File: src/rtl/controller_hub_pkg.sv
// Shared types, constants and sizing helpers for the controller hub and its
// per-player channel logic.
package controller_hub_pkg;

  // Which players are allowed to request a game start with their C button.
  typedef enum logic {
    START_P0  = 1'b0,
    START_ANY = 1'b1
  } start_mode_e;

  // Stick rest position for the default 8-bit axis width.
  localparam logic [7:0] STICK_NEUTRAL = 8'h80;

  // Stick rest position for an arbitrary axis width: only the MSB set.
  function automatic logic [31:0] stick_neutral(input int unsigned width);
    return 32'd1 << (width - 1);
  endfunction

  // Bits needed to hold values 0..max_val, never less than one bit.
  function automatic int unsigned cnt_width(input int unsigned max_val);
    return (max_val < 1) ? 1 : $clog2(max_val + 1);
  endfunction

  // Width of a per-button debounce counter (counts up to frames-1).
  function automatic int unsigned debounce_cnt_w(input int unsigned frames);
    return cnt_width(frames);
  endfunction

  // Width of a per-channel missed-frame counter (saturates at frames).
  function automatic int unsigned timeout_cnt_w(input int unsigned frames);
    return cnt_width(frames);
  endfunction

endpackage

File: src/rtl/controller_channel.sv
// One player channel: captures driver samples into a shadow, publishes them
// once per frame tick, debounces Z/C in frame units and tracks whether the
// driver is still delivering samples.
module controller_channel
  import controller_hub_pkg::*;
#(
  parameter int STICK_W         = 8,
  parameter int DEBOUNCE_FRAMES = 3,
  parameter int TIMEOUT_FRAMES  = 30
) (
  input  logic               clkin,
  input  logic               rst,
  input  logic               tick,
  input  logic               in_valid,
  input  logic [STICK_W-1:0] in_stick_x,
  input  logic [STICK_W-1:0] in_stick_y,
  input  logic               in_z,
  input  logic               in_c,
  output logic [STICK_W-1:0] out_stick_x,
  output logic [STICK_W-1:0] out_stick_y,
  output logic               out_z,
  output logic               out_c,
  output logic               connected,
  output logic               c_rise
);

  localparam int DW = debounce_cnt_w(DEBOUNCE_FRAMES);
  localparam int TW = timeout_cnt_w(TIMEOUT_FRAMES);
  localparam logic [DW-1:0]      DEB_LAST = DW'(DEBOUNCE_FRAMES - 1);
  localparam logic [TW-1:0]      MISS_MAX = TW'(TIMEOUT_FRAMES);
  localparam logic [STICK_W-1:0] NEUTRAL  = STICK_W'(stick_neutral(STICK_W));
  localparam int BTN_Z = 0;
  localparam int BTN_C = 1;

  logic [STICK_W-1:0]     sh_x_q, sh_x_d;
  logic [STICK_W-1:0]     sh_y_q, sh_y_d;
  logic [1:0]             sh_btn_q, sh_btn_d;
  logic                   seen_q, seen_d;
  logic [TW-1:0]          miss_q, miss_d;
  logic                   conn_q, conn_d;
  logic [STICK_W-1:0]     pub_x_q, pub_x_d;
  logic [STICK_W-1:0]     pub_y_q, pub_y_d;
  logic [1:0]             deb_q, deb_d;
  logic [1:0][DW-1:0]     dcnt_q, dcnt_d;

  // Next-state: tick-time publish/debounce/timeout, then sample capture.
  // Capture is applied last so a sample arriving with the tick lands in the
  // shadow for the following frame while the tick publishes the old shadow.
  always_comb begin
    sh_x_d   = sh_x_q;
    sh_y_d   = sh_y_q;
    sh_btn_d = sh_btn_q;
    seen_d   = seen_q;
    miss_d   = miss_q;
    conn_d   = conn_q;
    pub_x_d  = pub_x_q;
    pub_y_d  = pub_y_q;
    deb_d    = deb_q;
    dcnt_d   = dcnt_q;

    if (tick) begin
      seen_d = 1'b0;
      if (seen_q) begin
        miss_d  = '0;
        conn_d  = 1'b1;
        pub_x_d = sh_x_q;
        pub_y_d = sh_y_q;
      end else begin
        if (miss_q != MISS_MAX) begin
          miss_d = miss_q + 1'b1;
        end
        if (miss_d == MISS_MAX) begin
          conn_d = 1'b0;
        end
      end

      // A button flips only after DEBOUNCE_FRAMES consecutive differing frames.
      for (int b = 0; b < 2; b++) begin
        if (sh_btn_q[b] == deb_q[b]) begin
          dcnt_d[b] = '0;
        end else if (dcnt_q[b] == DEB_LAST) begin
          deb_d[b]  = ~deb_q[b];
          dcnt_d[b] = '0;
        end else begin
          dcnt_d[b] = dcnt_q[b] + 1'b1;
        end
      end

      // A silent controller must look idle to the game.
      if (!conn_d) begin
        pub_x_d = NEUTRAL;
        pub_y_d = NEUTRAL;
        deb_d   = '0;
        dcnt_d  = '0;
      end
    end

    if (in_valid) begin
      sh_x_d   = in_stick_x;
      sh_y_d   = in_stick_y;
      sh_btn_d = {in_c, in_z};
      seen_d   = 1'b1;
    end
  end

  // Channel state registers.
  always_ff @(posedge clkin or negedge rst) begin
    if (!rst) begin
      sh_x_q   <= NEUTRAL;
      sh_y_q   <= NEUTRAL;
      sh_btn_q <= '0;
      seen_q   <= 1'b0;
      miss_q   <= '0;
      conn_q   <= 1'b0;
      pub_x_q  <= NEUTRAL;
      pub_y_q  <= NEUTRAL;
      deb_q    <= '0;
      dcnt_q   <= '0;
    end else begin
      sh_x_q   <= sh_x_d;
      sh_y_q   <= sh_y_d;
      sh_btn_q <= sh_btn_d;
      seen_q   <= seen_d;
      miss_q   <= miss_d;
      conn_q   <= conn_d;
      pub_x_q  <= pub_x_d;
      pub_y_q  <= pub_y_d;
      deb_q    <= deb_d;
      dcnt_q   <= dcnt_d;
    end
  end

  assign out_stick_x = pub_x_q;
  assign out_stick_y = pub_y_q;
  assign out_z       = deb_q[BTN_Z];
  assign out_c       = deb_q[BTN_C];
  assign connected   = conn_q;
  // Debounced C about to go 0->1 on this tick (only meaningful when tick=1).
  assign c_rise      = tick & deb_d[BTN_C] & ~deb_q[BTN_C] & conn_d;

endmodule

File: src/rtl/controller_hub.sv
// N-player input front end: synchronises vsync into a frame tick, fans the
// tick out to one controller_channel per player, generates the game start
// request and holds the game in reset for a fixed time after power-up.
module controller_hub
  import controller_hub_pkg::*;
#(
  parameter int          NUM_PLAYERS     = 2,
  parameter int          STICK_W         = 8,
  parameter int          RST_HOLD        = 2500000,
  parameter int          DEBOUNCE_FRAMES = 3,
  parameter int          TIMEOUT_FRAMES  = 30,
  parameter start_mode_e START_MODE      = START_P0
) (
  input  logic                           clkin,
  input  logic                           rst,
  input  logic                           frame_sync,
  input  logic [NUM_PLAYERS-1:0]         in_valid,
  input  logic [NUM_PLAYERS*STICK_W-1:0] in_stick_x,
  input  logic [NUM_PLAYERS*STICK_W-1:0] in_stick_y,
  input  logic [NUM_PLAYERS-1:0]         in_z,
  input  logic [NUM_PLAYERS-1:0]         in_c,
  output logic [NUM_PLAYERS*STICK_W-1:0] out_stick_x,
  output logic [NUM_PLAYERS*STICK_W-1:0] out_stick_y,
  output logic [NUM_PLAYERS-1:0]         out_z,
  output logic [NUM_PLAYERS-1:0]         out_c,
  output logic [NUM_PLAYERS-1:0]         connected,
  output logic                           frame_tick,
  output logic                           start_pulse,
  output logic                           game_rst
);

  localparam int RW = cnt_width(RST_HOLD);
  localparam logic [RW-1:0] HOLD_VAL = RW'(RST_HOLD);
  localparam logic [NUM_PLAYERS-1:0] START_SEL =
    (START_MODE == START_ANY) ? {NUM_PLAYERS{1'b1}} : NUM_PLAYERS'(1);

  // vsync idles high, so the whole pipeline resets high to avoid a false tick.
  logic fs_meta_q, fs_sync_q, fs_cur_q, fs_prev_q;
  logic tick;

  logic [RW-1:0] hold_cnt_q, hold_cnt_d;
  logic          game_rst_q, game_rst_d;
  logic          frame_tick_q;
  logic          start_q, start_d;

  logic [NUM_PLAYERS-1:0] c_rise;

  // Two-flop synchroniser followed by the current/previous edge register.
  always_ff @(posedge clkin or negedge rst) begin
    if (!rst) begin
      fs_meta_q <= 1'b1;
      fs_sync_q <= 1'b1;
      fs_cur_q  <= 1'b1;
      fs_prev_q <= 1'b1;
    end else begin
      fs_meta_q <= frame_sync;
      fs_sync_q <= fs_meta_q;
      fs_cur_q  <= fs_sync_q;
      fs_prev_q <= fs_cur_q;
    end
  end

  // Internal tick: synchronised vsync seen falling.
  assign tick = fs_prev_q & ~fs_cur_q;

  // Power-up hold counter and start request qualification.
  always_comb begin
    hold_cnt_d = hold_cnt_q;
    if (hold_cnt_q < HOLD_VAL) begin
      hold_cnt_d = hold_cnt_q + 1'b1;
    end
    game_rst_d = (hold_cnt_d < HOLD_VAL);
    // A rise seen while the game is held in reset is dropped, not deferred.
    start_d = tick & ~game_rst_q & (|(c_rise & START_SEL));
  end

  // Reset-hold, frame tick and start pulse registers.
  always_ff @(posedge clkin or negedge rst) begin
    if (!rst) begin
      hold_cnt_q   <= '0;
      game_rst_q   <= 1'b1;
      frame_tick_q <= 1'b0;
      start_q      <= 1'b0;
    end else begin
      hold_cnt_q   <= hold_cnt_d;
      game_rst_q   <= game_rst_d;
      frame_tick_q <= tick;
      start_q      <= start_d;
    end
  end

  for (genvar gi = 0; gi < NUM_PLAYERS; gi++) begin : g_chan
    controller_channel #(
      .STICK_W         (STICK_W),
      .DEBOUNCE_FRAMES (DEBOUNCE_FRAMES),
      .TIMEOUT_FRAMES  (TIMEOUT_FRAMES)
    ) u_chan (
      .clkin       (clkin),
      .rst         (rst),
      .tick        (tick),
      .in_valid    (in_valid[gi]),
      .in_stick_x  (in_stick_x[gi*STICK_W +: STICK_W]),
      .in_stick_y  (in_stick_y[gi*STICK_W +: STICK_W]),
      .in_z        (in_z[gi]),
      .in_c        (in_c[gi]),
      .out_stick_x (out_stick_x[gi*STICK_W +: STICK_W]),
      .out_stick_y (out_stick_y[gi*STICK_W +: STICK_W]),
      .out_z       (out_z[gi]),
      .out_c       (out_c[gi]),
      .connected   (connected[gi]),
      .c_rise      (c_rise[gi])
    );
  end

  assign frame_tick  = frame_tick_q;
  assign start_pulse = start_q;
  assign game_rst    = game_rst_q;

endmodule

File: config.mk
export PLATFORM = sky130hd
export DESIGN_NAME = controller_hub
export DESIGN_NICKNAME = d
export VERILOG_FILES = /design/src/rtl/controller_hub_pkg.sv /design/src/rtl/controller_channel.sv /design/src/rtl/controller_hub.sv
export SDC_FILE = /design/constraint.sdc
export NUM_CORES = 1
export LEC_CHECK = 0
export BUFFER_PORTS_ARGS = -buffer_cell sky130_fd_sc_hd__buf_4
export CAP_MARGIN = 25
export CORE_AREA = 2 2 150 152
export CTS_CLUSTER_DIAMETER = 40
export CTS_CLUSTER_SIZE = 16
export DETAILED_ROUTE_END_ITERATION = 12
export DIE_AREA = 0 0 152 154
export GPL_TIMING_DRIVEN = 0
export PLACE_DENSITY = 0.49
export SLEW_MARGIN = 20
export SYNTH_ARGS = -nofsm -noshare
export SYNTH_HDL_FRONTEND = slang
export SYNTH_SLANG_ARGS = --single-unit
File: constraint.sdc
create_clock -name clkin -period 6.7 [get_ports clkin]
set_input_delay 0.67 -clock clkin [delete_from_list [all_inputs] [get_ports clkin]]
set_output_delay 0.67 -clock clkin [all_outputs]
set_load 0.05 [all_outputs]
Word-level counts from Yosys, hierarchy flattened
Cells that the tools add are included.
W data, S select, Z words.

word-level totals
  register bits after elaboration = 123
  output and inout bits = 41

operators by class
  add/sub/neg operators = 7
  magnitude comparators = 2
  equality and inequality tests = 20
  multiplexer cells = 48
  bitwise logic cells = 12
  reductions and logical operators = 7

operators by type and width
  kind                     count
  $mux W8                  8
  $lt A22 B22 Y1 const B   2
  $mux W5                  8
  $add A22 B1 Y22 const B  1
  $mux W2                  11
  $mux W22                 1
  $mux W1                  18
  $ne A2 B2 Y1 const B     6
  $add A5 B1 Y5 const B    2
  $eq A5 B5 Y1 const B     2
  $ne A5 B5 Y1 const B     2
  $reduce_and A3 Y1        3
  $add A2 B1 Y2 const B    4
  $eq A2 B2 Y1 const B     4
  $mux W4                  2
  $and A1 B1 Y1            6
  $not A1 Y1               6
  $eq A1 B1 Y1             4
  $ne A2 B1 Y1 const B     2
  $reduce_and A2 Y1        2
  $reduce_bool A2 Y1       2

Longest topological paths before layout
  depth in word-level cells = 14
  depth in mapped cells = 10

Modules after synthesis
A second synthesis with hierarchy kept.

second synthesis, totals
  cell total of the unflattened synthesis = 554
  area total of the unflattened synthesis = 6,035.8 um^2

modules (own cells, without submodules)
  module              times used  cells an instance  area each (um^2)
  controller_channel  2           188                2,178.3
  controller_hub      1           178                1,679.1

Worst setup path before layout
Ideal clock, no wire load.

  kind = flip-flop to flip-flop
  start = register hold_cnt_q[20]
  end = register game_rst_q (netlist: game_rst)
  library setup time = 78 ps
  arrival = 2,378 ps
  setup slack = 4,244 ps
  cell stages (with the launch flop) = 9
  buffers on the path = 0
  period minus slack after synthesis = 2,456 ps
  cell sequence = dfrtp_1 > or4_4 > or2_4 > o211ai_4 > nor2_2 > or3_1 > a31o_1 > a41o_1 > a41oi_2

between the ends
  longest elaborated chain between the ends = 3

RTL lines
  element                                                   line                                        source
  start, declared                                           controller_hub.sv:41                        logic [RW-1:0] hold_cnt_q, hold_cnt_d;
  start signal, assigned                                    controller_hub.sv:85                        hold_cnt_q <= hold_cnt_d;
  $add A22 B1 Y22 / $lt A22 B22 Y1 (equally long branches)  controller_hub.sv:70, controller_hub.sv:69
  $mux W22 *                                                controller_hub.sv:69                        if (hold_cnt_q < HOLD_VAL) begin
  $lt A22 B22 Y1 *                                          controller_hub.sv:72                        game_rst_d = (hold_cnt_d < HOLD_VAL);
  via game_rst_d                                            controller_hub.sv:42                        logic game_rst_q, game_rst_d;
  end signal, assigned                                      controller_hub.sv:86                        game_rst_q <= game_rst_d;
  end, declared                                             controller_hub.sv:42

The timed path passes the listed nets; every way through them passes the cells marked *.
A chain may end at the register's enable or synchronous reset.

Final worst setup path
  start = register g_chan[1].u_chan.miss_q[0]
  end = register g_chan[1].u_chan.pub_x_q[4]

between the ends
  longest elaborated chain between the ends = 10

RTL lines
  element                                               line                                                source
  start, declared                                       controller_channel.sv:39                            logic [TW-1:0] miss_q, miss_d;
  start signal, assigned                                controller_channel.sv:124                           miss_q <= miss_d;
  $add A5 B1 Y5 / $ne A5 B5 Y1 (equally long branches)  controller_channel.sv:70, controller_channel.sv:69
  $mux W5 *                                             controller_channel.sv:69                            if (miss_q != MISS_MAX) begin
  $mux W5 *                                             controller_channel.sv:63                            if (seen_q) begin
  $mux W5 *                                             controller_channel.sv:61                            if (tick) begin
  $eq A5 B5 Y1 *                                        controller_channel.sv:72                            if (miss_d == MISS_MAX) begin
  $mux W1 *                                             controller_channel.sv:72
  $mux W1 *                                             controller_channel.sv:63
  $mux W1 *                                             controller_channel.sv:61
  $ne A2 B1 Y1 (no source line)                         n/a
  $reduce_and A2 Y1 (no source line)                    n/a
  end signal, assigned                                  controller_channel.sv:126                           pub_x_q <= pub_x_d;
  end, declared                                         controller_channel.sv:41                            logic [STICK_W-1:0] pub_x_q, pub_x_d;

Every way passes the cells marked *; elsewhere a longest branch is shown, timed or not. The select of a mux whose other input is x is not followed.

==> metrics.md <==
| Metric | Value |
|---|---|
| Result of the run | completed |
| First-pass GRT wire length | ~21 mm |
| Critical path endpoint category | flop |
| Count of endpoints failing setup in the final report | 0 |
| Net count after synthesis | 518 |
| Max Cap Viol | 0 |
| Startpoint Class | flop |
| Critical Path Fanout Max | 10 |
| TritonCTS clock tree | built |
| Synthesized area | 0.00537 sq mm |
| Final GP Congestion | 0.784 |
| Minimum period implied by the final worst setup slack | 3.02 ns |
| Detailed-router iteration count before antenna repair | 4 |
| Largest net degree at the start of global routing | 97 |
| WP data arrival | about 3.3 ns |
| Detail Placement HPWL | 8.58 mm |
| Total area of multi-input combinational cells | 0.00211 sq mm |
| Antenna violations before repair | 0 |
| Vias per Instance | 4.49 |
| ANT nets after route | 0 |
| Final cell count without fillers | 864 |
| Full die area | 0.0234 sq mm |
| Placement Rows | 54 |
| Total number of clock tree sinks | 123 |
| Height of the chip | 154 um |
| Setup CP Type | flop to flop |
| Total power | 0.00219 W |
| Total CTS buffers | 17 |
| Total gr overflow | 0 |
| Count of filler cells inserted in the layout | 2234 |
| Global-route total usage across every layer | 0.110 |
| CTS resizes | 0 |
| Max-slew headroom at the worst pin | 0.567 |
| Most common cell after layout, fill and taps aside | sky130_fd_sc_hd__dfrtp_1 |
| RSZ-0062 raised after global routing | false |
| Fraction of layout instances using a drive strength above 1 | 0.296 |
| Wire length per cell | ~14 um |
| Final clock period utilization by the worst path | 0.451 |
| Number of diodes added for antenna fixing | 0 |
| Total Wirelength | 12.3 mm |
| Number of pins exceeding their max-slew limit in the final report | 0 |
| Cts-stage hold buffer count | 0 |
| Top library cells by usage in the layout, fill and taps aside | 110 x sky130_fd_sc_hd__dfrtp_1, 84 x sky130_fd_sc_hd__buf_4, 61 x sky130_fd_sc_hd__nand2_1, 37 x sky130_fd_sc_hd__mux2_2, 29 x sky130_fd_sc_hd__o21ai_0 |
| CTS max path bufs | 2 |
| Seq/Total Area, Yosys | 0.576 |
| FMAX | 331 MHz |
| Total power per unit cell area | roughly 320 mW/mm^2 |
| Average size of a mapped cell | 11.4 sq um |
| Number of standard cells after synthesis | 472 |
| Number of warning messages in the yosys log | 0 |
| Detailed-route via count | 3878 |
| Crit path required time | 7.00 ns |
| Die span in x | 152 um |
| Placeable core region | 0.0217 sq mm |
| Clock latency of the later-clocked register in the worst-skew pair | 0.41 ns |
| Dpl cells | 832 |
| Starting Density | 0.248 |
| Synth Register Bits | 123 |
| Setup Skew | approximately 0.0079 ns |
| Hold/Removal Path Class | primary input to async pin |
| Prevailing post-synth register cell | sky130_fd_sc_hd__dfrtp_1 |
| Area added between synthesis and finish | 28.6% |
| Port buffer count | between 70 and 80 |
| IR Drop Worst-Case VDD | between 0.15 and 0.2 mV |
| Post-route worst hold slack | 0.111 ns |
| Cell leakage power | 3.07 nW |
| Endpoints failing hold | 0 |
| Async set or reset register ratio after synthesis | 1.00 |
| Initial DRC Count | 186 |
| Netlist cell types | between 50 and 60 |
| Clock Pin Slew Worst Setup and Hold Paths | around 0.060 ns |
| Seq. cell area | just over 0.003 sq mm |
| Vias in the first global route | 4037 |
| Aggregate negative setup slack | 0 ns |
| Post-synth EDFFs | 0 |
| Number of placed I/O pins | slightly above 80 |
| Number of DRC violations after detailed routing | 0 |
| Final net count | 617 |
| H-Tree Depth | 4 |
| CTS root buffer | sky130_fd_sc_hd__clkbuf_16 |
| Count of buffers added by post-CTS timing repair for setup | 0 |
| Least-Margin Pin Slew | 0.650 ns |
## worst max-delay path: stages (launching register included)
cell,delay [ns]
sky130_fd_sc_hd__dfrtp_1,0.39
sky130_fd_sc_hd__inv_1,0.09
sky130_fd_sc_hd__ha_1,0.24
sky130_fd_sc_hd__and4_1,0.25
sky130_fd_sc_hd__or3_1,0.30
sky130_fd_sc_hd__o21ai_0,0.08
sky130_fd_sc_hd__nand2_1,0.07
sky130_fd_sc_hd__o31ai_1,0.51
sky130_fd_sc_hd__o21ai_1,0.33
sky130_fd_sc_hd__clkbuf_1,0.33
sky130_fd_sc_hd__a22o_1,0.30
## cells in the mapped netlist (all sizes together), types with 2 or more instances
cell    instances  area share
dfstp          13       0.064
nor3b           2      0.0028
nand3          15       0.014
mux2           37       0.078
a21oi          18       0.017
or3             4      0.0047
a22o           17       0.028
or2             2      0.0028
or4             2      0.0035
o31ai           4      0.0056
and2            3      0.0035
nor2           19       0.014
dfrtp         110        0.51
nand4           8      0.0093
xnor2          17       0.028
nor3            7      0.0065
and4            3      0.0049
and3            7      0.0081
o21ai          31       0.029
o211ai          2      0.0063
ha              5       0.012
xor2           10       0.016
a21o            3      0.0042
inv            14      0.0098
nand2          61       0.043
a31oi           3      0.0035
o22ai           2      0.0023
a31o            2      0.0033
o41ai           4      0.0065
buf             8      0.0098
nand2b          4      0.0047
a211o           2      0.0033
mux2i           4      0.0075
clkbuf         16       0.011
a32o            2      0.0037
## final timing paths
path | from | to | slack (ns) | cells past startpoint
max reg2reg | g_chan[1].u_chan.miss_q[0]$_DFFE_PN0P_ | g_chan[1].u_chan.out_stick_x[4]$_DFFE_PN0P_ | 3.68 | 10
min | rst | g_chan[1].u_chan.out_stick_y[2]$_DFFE_PN0P_ | 0.11 | 1
max | g_chan[1].u_chan.miss_q[0]$_DFFE_PN0P_ | g_chan[1].u_chan.out_stick_x[4]$_DFFE_PN0P_ | 3.68 | 10
min reg2reg | fs_meta_q$_DFF_PN1_ | fs_sync_q$_DFF_PN1_ | 0.36 | 0
min in group clkin | fs_meta_q$_DFF_PN1_ | fs_sync_q$_DFF_PN1_ | 0.36 | 0
max in group asynchronous | rst | g_chan[1].u_chan.out_stick_y[7]$_DFFE_PN1P_ | 5.83 | 2
## state kept, by name, indices dropped and copies added (netlist names)
register	flops
fs_prev_q	1
g_chan.u_chan.deb_q	4
g_chan.u_chan.sh_y_q	16
start_pulse	1
fs_meta_q	1
g_chan.u_chan.connected	2
g_chan.u_chan.dcnt_q	8
g_chan.u_chan.out_stick_x	16
g_chan.u_chan.seen_q	2
g_chan.u_chan.out_stick_y	16
frame_tick	1
g_chan.u_chan.sh_btn_q	4
g_chan.u_chan.miss_q	10
g_chan.u_chan.sh_x_q	16
hold_cnt_q	22
game_rst	1
fs_cur_q	1
fs_sync_q	1
## logic make-up after synthesis
kind of cell    after synthesis  share of synthesized area
simple gates                140                      0.126
flops                       123                      0.576
compound gates               98                      0.127
mux                          41                     0.0850
buf+inv                      38                     0.0307
xor+xnor                     27                     0.0440
fa+ha+maj                     5                     0.0116
## report_power, final
part | leakage, nW | internal [W] | switching, W | total (W)
registers | 1.52 | 0.000840 | 0.0000688 | 0.000909
clock network | 0.266 | 0.000529 | 0.000330 | 0.000858
logic | 1.28 | 0.000157 | 0.000271 | 0.000427
total | 3.07 | 0.00153 | 0.000669 | 0.00219
## routing by layer
metal | track usage | routed length [um]
met1 | 0.144 | 5780
met2 | 0.175 | 5810
met3 | 0.0347 | 520
met4 | 0.0356 | 147
met5 | 0 | 0
## per-stage QoR
step / util / area (sq um) / setup WS [ns]
after detailed placement: 0.293 / 6350 / 3.61
after floorplan: - / 5370 / 4.24
after global routing: 0.319 / 6910 / 3.26
after global placement: 0.291 / 6320 / 3.62
final: 0.319 / 6910 / 3.68
after CTS: 0.319 / 6910 / 3.60
## final cells by class
cell class,count,area share
buffer,24,0.0163
clock buffer,22,0.0672
clock inverter,10,0.0136
inverter,14,0.00760
multi-input combinational,311,0.306
sequential,123,0.448
tap,280,0.0507
timing repair buffer,80,0.0909
(Power assumes the default switching activity.)
